[src/rtl/sig_event_monitor.sv]
// sig_event_monitor
// Watches NCH channels of W-bit signals and logs value events as
// {channel, data, timestamp} records into an internal first-word-fall-through
// FIFO, which is read out over a valid/ready port.
//
// Capture modes (mode input):
//   0 OFF      no new events
//   1 MONITOR  log on value change, plus one arm record when a channel is
//              enabled or the mode enters MONITOR
//   2 STROBE   log every enabled channel on strobe_i
//   3 DISPLAY  log every enabled channel every cycle
//
// Ports:
//   clk, rst_n          clock, synchronous active-low reset
//   sig_in[NCH*W]       monitored signals, channel c = sig_in[c*W +: W]
//   ch_en[NCH]          per-channel enable
//   mode[2], strobe_i   capture mode and strobe pulse
//   ev_valid/ev_ready   FIFO head handshake
//   ev_ch/ev_data/ev_ts FIFO head record (held when ev_valid=0)
//   ev_count            FIFO occupancy
//   lost, clr_lost      sticky coalesce/drop flag and its clear
module sig_event_monitor #(
  parameter int NCH   = 4,
  parameter int W     = 8,
  parameter int DEPTH = 16,
  parameter int TSW   = 16,
  localparam int CHW  = (NCH > 1) ? $clog2(NCH) : 1,
  localparam int AW   = $clog2(DEPTH),
  localparam int CW   = AW + 1
) (
  input  logic               clk,
  input  logic               rst_n,
  input  logic [NCH*W-1:0]   sig_in,
  input  logic [NCH-1:0]     ch_en,
  input  logic [1:0]         mode,
  input  logic               strobe_i,
  output logic               ev_valid,
  input  logic               ev_ready,
  output logic [CHW-1:0]     ev_ch,
  output logic [W-1:0]       ev_data,
  output logic [TSW-1:0]     ev_ts,
  output logic [CW-1:0]      ev_count,
  output logic               lost,
  input  logic               clr_lost
);

  typedef enum logic [1:0] {
    MODE_OFF     = 2'd0,
    MODE_MONITOR = 2'd1,
    MODE_STROBE  = 2'd2,
    MODE_DISPLAY = 2'd3
  } mode_e;

  typedef struct packed {
    logic [CHW-1:0] ch;
    logic [W-1:0]   data;
    logic [TSW-1:0] ts;
  } rec_t;

  // Capture state
  logic [TSW-1:0]          r_ts;
  logic [NCH-1:0][W-1:0]   r_shadow;
  logic [NCH-1:0]          r_pend;
  logic [NCH-1:0][W-1:0]   r_pdata;
  logic [NCH-1:0][TSW-1:0] r_pts;
  logic [NCH-1:0]          r_en_q;
  mode_e                   r_mode_q;
  logic [CHW-1:0]          r_rr;
  logic                    r_lost;

  // FIFO state
  rec_t                    r_mem [DEPTH];
  logic [AW-1:0]           r_wr_ptr;
  logic [AW-1:0]           r_rd_ptr;
  logic [CW-1:0]           r_count;
  rec_t                    r_head;

  logic [NCH-1:0][W-1:0]   w_sig;
  logic [NCH-1:0]          w_trig;
  logic [NCH-1:0]          w_drain;
  logic [NCH-1:0]          w_coal;
  logic [CHW-1:0]          w_sel;
  logic                    w_any;
  logic                    w_full;
  logic                    w_pop;
  logic                    w_push;
  rec_t                    w_push_rec;
  logic [AW-1:0]           w_rd_ptr_nxt;
  logic [CW-1:0]           w_count_nxt;
  rec_t                    w_head_nxt;

  assign w_sig = sig_in;

  // Per-channel trigger. In MONITOR a channel also fires once when it has
  // just been enabled or when the mode has just switched into MONITOR, so the
  // consumer always sees an initial value before any change records.
  // NOTE: every output of a combinational block gets a default first so no
  // path can leave it unassigned and infer a latch.
  always_comb begin
    w_trig = '0;
    for (int c = 0; c < NCH; c++) begin
      case (mode_e'(mode))
        MODE_MONITOR: w_trig[c] = ch_en[c] & ((w_sig[c] != r_shadow[c]) |
                                              ~r_en_q[c] |
                                              (r_mode_q != MODE_MONITOR));
        MODE_STROBE:  w_trig[c] = ch_en[c] & strobe_i;
        MODE_DISPLAY: w_trig[c] = ch_en[c];
        default:      w_trig[c] = 1'b0;
      endcase
    end
  end

  // Round-robin pick among pending channels, starting after the last pushed.
  always_comb begin
    w_sel = '0;
    w_any = 1'b0;
    for (int i = 1; i <= NCH; i++) begin
      if (!w_any && r_pend[(int'(r_rr) + i) % NCH]) begin
        w_any = 1'b1;
        w_sel = CHW'((int'(r_rr) + i) % NCH);
      end
    end
  end

  assign w_full       = (r_count == CW'(DEPTH));
  assign w_pop        = (r_count != '0) & ev_ready;
  // A full FIFO still accepts a push when the head leaves on the same edge.
  assign w_push       = w_any & (~w_full | w_pop);
  assign w_push_rec   = '{ch: w_sel, data: r_pdata[w_sel], ts: r_pts[w_sel]};
  assign w_rd_ptr_nxt = w_pop ? r_rd_ptr + 1'b1 : r_rd_ptr;
  assign w_count_nxt  = r_count + CW'(w_push) - CW'(w_pop);

  // Next head: the write slot only coincides with the next read slot when the
  // FIFO would otherwise be empty, so the record being pushed bypasses memory.
  assign w_head_nxt   = (w_push && (r_wr_ptr == w_rd_ptr_nxt)) ? w_push_rec
                                                               : r_mem[w_rd_ptr_nxt];

  // A trigger on a channel that still holds an undrained event overwrites it.
  always_comb begin
    w_drain = '0;
    w_coal  = '0;
    for (int c = 0; c < NCH; c++) begin
      w_drain[c] = w_push && (w_sel == CHW'(c));
      w_coal[c]  = w_trig[c] & r_pend[c] & ~w_drain[c];
    end
  end

  // NOTE: sequential state uses non-blocking assignments so every register
  // samples pre-edge values regardless of statement order.
  always_ff @(posedge clk) begin
    if (!rst_n) begin
      r_ts     <= '0;
      r_shadow <= '0;
      r_pend   <= '0;
      r_pdata  <= '0;
      r_pts    <= '0;
      r_en_q   <= '0;
      r_mode_q <= MODE_OFF;
      r_rr     <= CHW'(NCH - 1);
      r_lost   <= 1'b0;
      r_wr_ptr <= '0;
      r_rd_ptr <= '0;
      r_count  <= '0;
      r_head   <= '0;
    end else begin
      r_ts     <= r_ts + 1'b1;
      r_shadow <= w_sig;
      r_en_q   <= ch_en;
      r_mode_q <= mode_e'(mode);

      for (int c = 0; c < NCH; c++) begin
        if (w_trig[c]) begin
          r_pend[c]  <= 1'b1;
          r_pdata[c] <= w_sig[c];
          r_pts[c]   <= r_ts;
        end else if (w_drain[c]) begin
          r_pend[c]  <= 1'b0;
        end
      end

      if (w_push) begin
        r_wr_ptr <= r_wr_ptr + 1'b1;
        r_rr     <= w_sel;
      end
      r_rd_ptr <= w_rd_ptr_nxt;
      r_count  <= w_count_nxt;
      // Head holds its last value while the FIFO is empty.
      if (w_count_nxt != '0) r_head <= w_head_nxt;

      // Set wins over clear.
      if (|w_coal)       r_lost <= 1'b1;
      else if (clr_lost) r_lost <= 1'b0;
    end
  end

  // NOTE: the record storage has no reset; occupancy and pointers alone
  // decide which entries are meaningful, so stale contents are never read.
  always_ff @(posedge clk) begin
    if (w_push) r_mem[r_wr_ptr] <= w_push_rec;
  end

  assign ev_valid = (r_count != '0);
  assign ev_ch    = r_head.ch;
  assign ev_data  = r_head.data;
  assign ev_ts    = r_head.ts;
  assign ev_count = r_count;
  assign lost     = r_lost;

endmodule

[config.mk]
export PLATFORM = sky130hd
export DESIGN_NAME = sig_event_monitor
export DESIGN_NICKNAME = d
export VERILOG_FILES = /design/src/rtl/sig_event_monitor.sv
export SDC_FILE = /design/constraint.sdc
export NUM_CORES = 1
export LEC_CHECK = 0
export CORE_MARGIN = 2
export CORE_UTILIZATION = 50
export CTS_BUF_LIST = sky130_fd_sc_hd__clkbuf_8
export CTS_CLUSTER_SIZE = 40
export DETAILED_ROUTE_END_ITERATION = 10
export GPL_TIMING_DRIVEN = 0
export HOLD_SLACK_MARGIN = 0.05
export PLACE_DENSITY = 0.71
export SYNTH_ARGS = -nofsm -noshare
export SYNTH_HDL_FRONTEND = slang
export SYNTH_SLANG_ARGS = --single-unit
[constraint.sdc]
create_clock -name clk -period 4.7 [get_ports clk]
set_input_delay 0.47 -clock clk [delete_from_list [all_inputs] [get_ports clk]]
set_output_delay 0.47 -clock clk [all_outputs]
set_load 0.005 [all_outputs]
## Yosys cells after proc, flatten, opt, wreduce, memory -nomap -nowiden

Memory sizes are Yosys's and may differ from the RTL's. A register that Yosys moved wholly into a read port is not among the register bits.
Index checks and enable logic that the tools add are counted.

| storage, ports and cells | value |
|---|---|
| bits of input ports | 43 |
| output and inout bits | 33 |
| memories kept | 1 |
| logic and storage cells | 156 |
| flip-flop bits (word level) | 170 |
| memory bits (writable) | 416 |

Memories:

| name | words | width | read ports | clocked after memory_dff | write ports | RTL line | text |
|---|---|---|---|---|---|---|---|
| r_mem | 16 | 26 | 1 | 1 | 1 | 72 | `rec_t r_mem [DEPTH];` |

| operators by class | value |
|---|---|
| magnitude comparators | 5 |
| reductions and logical operators | 24 |
| add/subtract/negate cells | 9 |
| bitwise gates (word level) | 40 |
| mux-type cells | 41 |
| equal/unequal tests | 12 |

Operator list:

| cell | count |
|---|---|
| binary-select mux 16 bit (select 2 bit) | 1 |
| inequality test 8 bit | 4 |
| 2-to-1 mux 1 bit | 24 |
| bitwise AND 1 bit | 18 |
| adder 16 x 1 -> 16 bit, second input constant | 1 |
| binary-select mux 8 bit (select 2 bit) | 1 |
| less-than comparator 3 x 4 -> 1 bit, second input constant | 4 |
| 2-to-1 mux 16 bit | 1 |
| case mux 1 bit (3 select lines) | 4 |
| nonzero test 2 bit | 5 |
| nonzero test 5 bit | 2 |
| inverter 1 bit | 9 |
| OR 1 bit | 9 |
| adder 4 x 1 -> 4 bit, second input constant | 2 |
| binary-select mux 1 bit (select 2 bit) | 4 |
| equality test 2 bit, second input constant | 4 |
| 2-to-1 mux 2 bit | 4 |
| 2-to-1 mux 8 bit | 1 |
| OR reduction 2 bit | 4 |
| logical AND 1 bit | 7 |
| adder 5 x 1 -> 5 bit | 1 |
| equality test 5 bit, second input constant | 1 |
| subtractor 5 x 1 -> 5 bit | 1 |
| adder 2 x 1 -> 2 bit, second input constant | 2 |
| 9 further kinds | 17 |

## Depth between registers and ports, before layout

Gate-level depths: netlist of run 1.

| logic depth | value |
|---|---|
| word-level depth | 22 |
| gate-level depth with buffers | 18 |
| mapped depth without buffers | 16 |

## Least setup slack after synthesis of run 1

No wires, ideal clock.

| timing path | value |
|---|---|
| path kind | register to register |
| from | register r_count[2], in the netlist ev_count[2] |
| to | register ev_data[0] (netlist name) |
| required time | 4.614 ns |
| data arrival time | 4.155 ns |
| period minus slack after synthesis | 4.242 ns |
| slack | 0.458 ns |
| stages on the path, launching flop included | 19 |
| library setup time | 0.086 ns |
| buffers on the path | 3 |
| cell sequence | dfxtp_1 inv_1 ha_1 and4_1 a21oi_1 clkbuf_1 inv_1 ha_1 inv_1 ha_1 fa_1 a21oi_1 o21bai_1 xnor2_1 and3_1 buf_2 dlygate4sd3_1 nor3_1 a221oi_2 |

| on the way | value |
|---|---|
| cells in the longest elaborated chain, start to end | 7 |
| elaborated cells between the ends (all ways) | 10 |
| classes of those cells | 2 x add/sub; 1 x eq/ne; 1 x mux; 4 x bitwise; 2 x reduce/logical |

Ends and longest elaborated chain:

| item | RTL line | text |
|---|---|---|
| from (decl) | 75 | `logic [CW-1:0] r_count;` |
| from (signal assigned) | 186 | `r_count <= w_count_nxt;` |
| nonzero test 5 bit or equality test 5 bit (tied branches) | 126, 125 |  |
| bitwise AND 1 bit or inverter 1 bit (tied branches) | 126, 128 |  |
| OR 1 bit | 128 | `assign w_push = w_any & (~w_full \| w_pop);` |
| bitwise AND 1 bit | 128 |  |
| adder 5 x 1 -> 5 bit | 131 | `assign w_count_nxt = r_count + CW'(w_push) - CW'(w_pop);` |
| subtractor 5 x 1 -> 5 bit | 131 |  |
| nonzero test 5 bit | 188 | `if (w_count_nxt != '0) r_head <= w_head_nxt;` |

Several ways; a longest one is shown, not always the timed one.
A chain may end at the register's enable or synchronous reset.

## Worst setup path in the final report of run 1

| timing path | value |
|---|---|
| from | input port ev_ready |
| to | register ev_data[1] (netlist name) |

| on the way | value |
|---|---|
| cells in the longest elaborated chain, start to end | 6 |
| elaborated cells between the ends (all ways) | 7 |
| classes of those cells | 2 x add/sub; 1 x mux; 3 x bitwise; 1 x reduce/logical |

Ends and longest elaborated chain:

| item | RTL line | text |
|---|---|---|
| from (decl) | 38 | `input logic ev_ready,` |
| bitwise AND 1 bit (*) | 126 | `assign w_pop = (r_count != '0) & ev_ready;` |
| OR 1 bit | 128 |  |
| bitwise AND 1 bit | 128 |  |
| adder 5 x 1 -> 5 bit | 131 |  |
| subtractor 5 x 1 -> 5 bit | 131 |  |
| nonzero test 5 bit | 188 |  |

Every way passes the cells marked *; elsewhere a longest branch is shown, timed or not.

==> results_dict.tcl, run 1 <==
set metrics [dict create \
    outcome "finished, final reports clean" \
    drc 0 \
    seq_area_frac_synth_pct 57.2 \
    synth_seq_cells 612 \
    max_freq_mhz 216 \
    io_pins 76 \
    period_minus_slack_ns 4.63 \
    antenna_found_initial 3 \
    finalMaxSlewViolations 0 \
    cp-start-kind "primary input" \
    rows 87 \
    dieWidth_um 244 \
    netlist-cell-type-count 67 \
    worst-path-buf-inv 7 \
    syn_area_per_cell_um2 15.4 \
    dpl.hpwl_um 56600 \
    switching_share_pct 33.4 \
    syn_area_um2 28700 \
    finalHoldViolations 0 \
    grt.total_usage_pct 27.8 \
    synth_edf_count 416 \
    slowest_delay_ns 0.71 \
    grt_max_degree 21 \
    path_depth 18 \
    setup_violations 0 \
    crit_type "in -> reg" \
    p_sw_mw 5.59 \
    avgRoutedWirePerCell_um 28.2 \
    powerDensity_nw_per_um2 506 \
    seqPwrFrac_pct 37.6 \
    die-area_um2 59300 \
    clkLatencyLatePin_ns 0.76 \
    layout-drive-gt1-share_pct 24.8 \
    p_total_mw 16.8 \
    worst-path-max-fanout 10 \
    async_flop_share_pct 0 \
    viasPerCell 6.26 \
    initialDrtViolationCount 2111 \
    p_leak_nw 12.3 \
    p_int_mw 11.2 \
    fin_util_pct 58.5 \
    hp-class "in -> reg" \
    grt_pass1_wl_um 121000 \
    die_h_um 244 \
    place.gp.congestion 0.889 \
    p_comb_share_pct 33.2 \
    worstPathRequired_ns 5.34 \
    worst_pin_slew_ns 1.11 \
    postCtsHoldBufs 0 \
    critPathSlowestCell "clkdlybuf4s50_1" \
    whs_path_depth 2 \
    r2r_cells 18 \
    grt_overflow 0 \
    grt_pass1_vias 19000 \
    cts_tree "yes" \
    path_clk_slew_ns 0.06 \
    arrival_ns 5.28 \
    coreArea_um2 56600 \
    clock_skew_ns 0.0496 \
    slew_headroom_pct 26.3 \
    setup.worst_path.end_class "flop" \
    initial_core_util_pct 50.7 \
    drtAntennaViolNets 0 \
    fin_ws_ns 0.0675 \
    first_pass_iters 5 \
    timing.final.crit_share_pct 98.6 \
    cp_cell_sequence "clkdlybuf4s50_1, inv_2, and4_1, a21oi_4, clkbuf_4, inv_1, ha_1, inv_1, ha_1, fa_1, a21oi_1, o21bai_1, xnor2_2, and3_1, buf_2, clkbuf_4, nor3_1, a221oi_2" \
    ir_drop_mv 0.390 \
    wl_um 82000 \
    io_buffers 74 \
    cts_buffer_depth 3 \
    synth_fp_nets 1916 \
    cts-root-buf "clkbuf_8" \
    cp_top_family "buffers and inverters" \
    yosysWarningCount 0 \
    numCtsBuffers 102 \
    place_ws_ns -1.89 \
    synth_flop_cell "edfxtp_1" \
    max_cap_violations 0 \
    h-tree-depth 3 \
    p_clk_share_pct 29.2 \
    synthCells 1857 \
    clock-sinks 612 \
    final_nets 2119 \
    area_growth_pct 15.4 \
    vias 18200 \
]
[final timing paths]
path / startpoint / end / slack [ns]
hold / removal: rst_n / r_pts[58] / 0.18
setup / recovery: ev_ready / ev_data[1] / 0.07
hold reg to reg: r_pend[2] / r_pend[2] / 0.52
setup reg to reg: ev_count[2] / ev_data[1] / 0.12
[per-stage QoR]
| stage | hold WS, ns | area [µm²] | setup TNS (ns) | std cells |
|---|---|---|---|---|
| after CTS | 0.170 | 33100 | 0 | 2902 |
| after global routing | 0.178 | 33100 | -0.0791 | 2903 |
| after global placement | 0.490 | 30400 | -714.07 | 2687 |
| after floorplan | 0.470 | 28700 | 0 | 1857 |
| final | 0.176 | 33100 | 0 | 2903 |
| after detailed placement | 0.502 | 30900 | -41.44 | 2711 |
[synthesized netlist by cell type (5+ instances only)]
master / n / area, µm²
nand3_1: 13 / 65.1
a221oi_2: 24 / 360
clkbuf_1: 56 / 210
buf_6: 16 / 180
xor2_1: 31 / 272
or4_1: 25 / 188
clkbuf_8: 5 / 68.8
dfxtp_1: 196 / 3920
xnor2_1: 27 / 236
o21ai_0: 85 / 425
a21boi_0: 7 / 52.6
nand2_1: 24 / 90.1
nor2_1: 42 / 158
mux4_4: 32 / 801
nor2b_1: 103 / 644
mux4_1: 9 / 236
nor4_1: 9 / 56.3
o211a_1: 28 / 280
mux2_2: 24 / 270
ha_1: 15 / 188
and2_1: 67 / 419
mux4_2: 167 / 3760
nor3_1: 34 / 170
inv_1: 42 / 158
a21oi_1: 32 / 160
o22ai_1: 28 / 175
edfxtp_1: 416 / 12500
buf_1: 10 / 37.5
mux2i_1: 171 / 1710
nand4_1: 8 / 50.1
buf_2: 43 / 215
[layer usage]
metal  routed length [µm]  global-route usage [%]  up-vias
li1                     -                       -     7696
met1                30800                    35.7     9155
met2                39400                    45.3     1120
met3                 8750                    7.49      201
met4                 3000                    10.9        2
met5                   13                       0        -
[cells by family after synthesis]
| kind of cell | count (synthesis) | synth area share, % |
|---|---|---|
| flip-flops | 612 | 57.2 |
| multiplexers | 403 | 23.6 |
| AND/OR/NAND/NOR | 350 | 7.20 |
| AO/OA/AOI/OAI | 228 | 5.75 |
| buffers and inverters | 189 | 3.62 |
| XOR/XNOR | 59 | 1.85 |
| adder cells (fa/ha/maj) | 16 | 0.724 |
[cell usage in the layout, fill, tap and decap left out, types with 12 or more instances in the layout]
master           count
or4_1               25
xnor2_1             26
o22ai_1             28
nor3_1              29
clkinv_2            23
and2_1              67
dfxtp_1            196
inv_1               71
buf_6               27
nor2_1              30
edfxtp_1           416
xor2_1              31
mux2_2              24
nand3_1             12
nand2_1             24
clkbuf_8           122
mux4_2             167
a221oi_2            24
a21oi_1             31
clkdlybuf4s50_1     74
clkbuf_1            55
buf_2               43
mux2i_1            171
o211a_1             28
ha_1                15
nor2_4              12
nor2b_1            103
o21ai_0             85
mux4_4              32
[power groups by stage]
stage                     Clock, mW  Sequential (mW)  Combinational [mW]
after floorplan                   0             6.34                3.63
after global placement            0             6.41                5.23
after detailed placement          0             6.41                5.40
after CTS                      4.93             6.30                5.44
after global routing           5.19             6.32                5.84
final                          4.89             6.30                5.57
[repair_timing]
item,4_1_cts,5_1_grt
buffers inserted,1,0
gates resized for setup,9,7
endpoints found under the setup margin,26,20
[layout make-up]
cell class,count,area (µm²)
fillers,4394,23500
flip-flops and latches,612,16400
multi-input cells,1056,11400
clock buffers,117,1610
repair buffers,99,1190
well taps,756,946
plain buffers,144,870
clock inverters,73,519
inverters,45,169
diodes,1,2.50
[worst reg2reg max path, cell delays in order (launching register included)]
cell and delay [ns]:
dfxtp_1 0.36, inv_1 0.07, ha_1 0.21, and4_1 0.26, a21oi_4 0.28, clkbuf_4 0.32
inv_1 0.20, ha_1 0.33, inv_1 0.04, ha_1 0.21, fa_1 0.43, a21oi_1 0.15
o21bai_1 0.11, xnor2_2 0.27, and3_1 0.28, buf_2 0.34, clkbuf_4 0.31, nor3_1 0.10
a221oi_2 0.25
[sequential cells by signal, indices dropped and copies added, names as in the netlist, 4 cells and up]
signal    flops
ev_count      5
ev_data       8
ev_ts        16
r_en_q        4
r_mem       416
r_pdata      32
r_pend        4
r_pts        64
r_rd_ptr      4
r_shadow     32
r_ts         16
r_wr_ptr      4
No activity file was read; power rests on OpenSTA's default activity.
==> run 2, diff against run 1 <==
CTS_CLUSTER_SIZE = not set   (was 40)
==> results of run 2 <==
The final DEF is identical to that of run 1; final timing and power are the same.
==> run 3, diff against run 2 <==
--- a/config.mk
+++ b/config.mk
@@ -7,2 +7,3 @@
 export LEC_CHECK = 0
+export CAP_MARGIN = 20
 export CORE_MARGIN = 2
@@ -14,2 +15,3 @@
 export PLACE_DENSITY = 0.71
+export REMOVE_ABC_BUFFERS = 1
 export SYNTH_ARGS = -nofsm -noshare
==> constraint.sdc (replaced) <==
create_clock -name clk -period 4.7 [get_ports clk]
set_input_delay 1.41 -clock clk [delete_from_list [all_inputs] [get_ports clk]]
set_output_delay 1.41 -clock clk [all_outputs]
set_load 0.005 [all_outputs]
==> results_dict.tcl, run 3 (synthesis gave the netlist of run 1 again) <==
set metrics [dict create \
    p_leak_nw 12.0 \
    coreArea_um2 56600 \
    rows 87 \
    viasPerCell 6.25 \
    grt.total_usage_pct 24.8 \
    powerDensity_nw_per_um2 484 \
    worst_pin_slew_ns 1.06 \
    final_nets 2014 \
    vias 17400 \
    io_buffers 75 \
    timing.final.crit_share_pct 94.1 \
    hold_end "r_pdata[22]" \
    wl_um 73200 \
    clkLatencyLatePin_ns 0.70 \
    worstReg2RegStart "ev_count[3]" \
    max_cap_violations 0 \
    cp-start-kind "primary input" \
    first_pass_iters 6 \
    setup_violations 0 \
    place_ws_ns -2.49 \
    layout-drive-gt1-share_pct 24.0 \
    h-tree-depth 3 \
    crit_path_start "ev_ready" \
    p_total_mw 15.9 \
    outcome "finished, final reports clean" \
    arrival_ns 5.00 \
    ir_drop_mv 0.322 \
    slowest_delay_ns 0.44 \
    path_clk_slew_ns 0.06 \
    die-area_um2 59300 \
    whs_path_depth 2 \
    hold_path_startpoint "r_pdata[22]" \
    max_freq_mhz 226 \
    fin_area_um2 32800 \
    grt_pass1_vias 18200 \
    drtAntennaViolNets 0 \
    clock-sinks 612 \
    drc 0 \
    fin_util_pct 57.9 \
    grt_pass1_wl_um 110000 \
    cp_cell_sequence "clkbuf_2, inv_1, and4_1, a21oi_4, inv_1, ha_1, inv_1, ha_1, fa_1, a21oi_1, o21bai_1, xnor2_2, nand3_4, buf_16, and2_4, buf_12, a221oi_2" \
    antenna_found_initial 0 \
    r2r_cells 19 \
    fin_ws_ns 0.278 \
    final_common_cell "edfxtp_1" \
    io_pins 76 \
    place.gp.congestion 0.800 \
    layout_common_cells "edfxtp_1 (416), dfxtp_1 (193), mux2i_1 (171)" \
    top_regs "r_mem: 416 flops, r_pts: 64 flops" \
    grt_overflow 0 \
    setup_tns_ns 0 \
    finalMaxSlewViolations 0 \
    largest-register "r_mem" \
    cts-root-buf "clkbuf_8" \
    rsz0062_at_grt "false" \
    placed_area_um2 30800 \
    crit_type "in -> reg" \
    dpl.hpwl_um 46900 \
    diodes 0 \
    numCtsBuffers 99 \
    rr_endpoint "ev_data[1]" \
    critPathSlowestCell "fa_1" \
    clock_skew_ns 0.0326 \
    ff2ff_setup_slack_ns 0.32 \
    die_h_um 244 \
    grt_max_degree 121 \
    largest_register_ff_count 416 \
    cts_tree "yes" \
    setup.worst_path.end_class "flop" \
    slew_headroom_pct 29.3 \
    dieWidth_um 244 \
    finalHoldViolations 0 \
    hp-class "reg -> reg" \
    initialDrtViolationCount 1942 \
    cp_common_cell "inv_1" \
    worst-path-max-fanout 14 \
    period_minus_slack_ns 4.42 \
    worstPathRequired_ns 5.28 \
    area_growth_pct 14.3 \
    initial_core_util_pct 50.7 \
    cts_buffer_depth 3 \
    avgRoutedWirePerCell_um 26.2 \
]
==> run 3: cell count changes in the layout (fill, tap and decap cells not counted), moves of 4 or more <==
cell,change
clkbuf_1,-55
buf_2,-43
clkbuf_8,-17
clkinv_1,+13
buf_16,+12
buf_1,-10
buf_6,-10
buf_12,+9
buf_4,+8
clkinv_2,-7
inv_8,-4
==> run 3: cell type report <==
class                      instances  area, µm²
clock inverter                    76        435
tap                              756        946
sequential                       612      16400
inverter                          45        171
fill                            4295      23800
timing repair buffer             141       1910
clock buffer                     105       1450
multi-input combinational       1056      11500
==> run 3: worst max path at each step <==
stage / slack, ns / to / cells after the start
2_1_floorplan: -7.04 / ev_ts[5] / 7
3_3_place_gp: -13.09 / ev_ts[6] / 7
3_5_place_dp: -2.49 / ev_data[1] / 17
4_1_cts: 0.07 / ev_data[1] / 19
5_1_grt: 0.12 / ev_ts[6] / 19
6_report: 0.28 / ev_data[1] / 17
==> run 3: worst max-delay path: cells and delay by family <==
family / cells / cell delay [ns]
adders and majority gates: 3 / 0.93
xor gates and xnor gates: 1 / 0.29
AOI/OAI and AO/OA: 4 / 0.72
buffers and inverters: 6 / 0.94
and+or+nand+nor: 3 / 0.68
==> run 3: layer usage <==
| metal | wire length (µm) | part of all wire (%) | vias to the layer above | GRT usage, % |
|---|---|---|---|---|
| li1 | - | - | 7481 | - |
| met1 | 28500 | 39 | 8887 | 31.8 |
| met2 | 35700 | 49 | 863 | 41.3 |
| met3 | 6160 | 8.4 | 218 | 5.01 |
| met4 | 2840 | 3.9 | 0 | 10.8 |
| met5 | 0 | 0 | - | 0 |
==> run 3: repair_timing <==
| item | in CTS | in global routing |
|---|---|---|
| hold buffers | 0 | 0 |
| buffers inserted | 2 | 1 |
| resized for setup | 10 | 2 |
| setup endpoints to repair | 26 | 21 |
==> run 3: metrics by stage <==
stage / instances / hold slack [ns]
after floorplan: 1713 / 0.470
after global placement: 2544 / 0.491
after detailed placement: 2607 / 0.507
after CTS: 2790 / 0.520
after global routing: 2791 / 0.541
final: 2791 / 0.515
==> run 3: power breakdown <==
| part | switching [mW] | leakage [nW] | internal [mW] | total, mW |
|---|---|---|---|---|
| registers | 0.332 | 5.58 | 6.10 | 6.44 |
| logic | 2.61 | 5.34 | 2.46 | 5.07 |
| clock network | 2.09 | 1.08 | 2.29 | 4.38 |
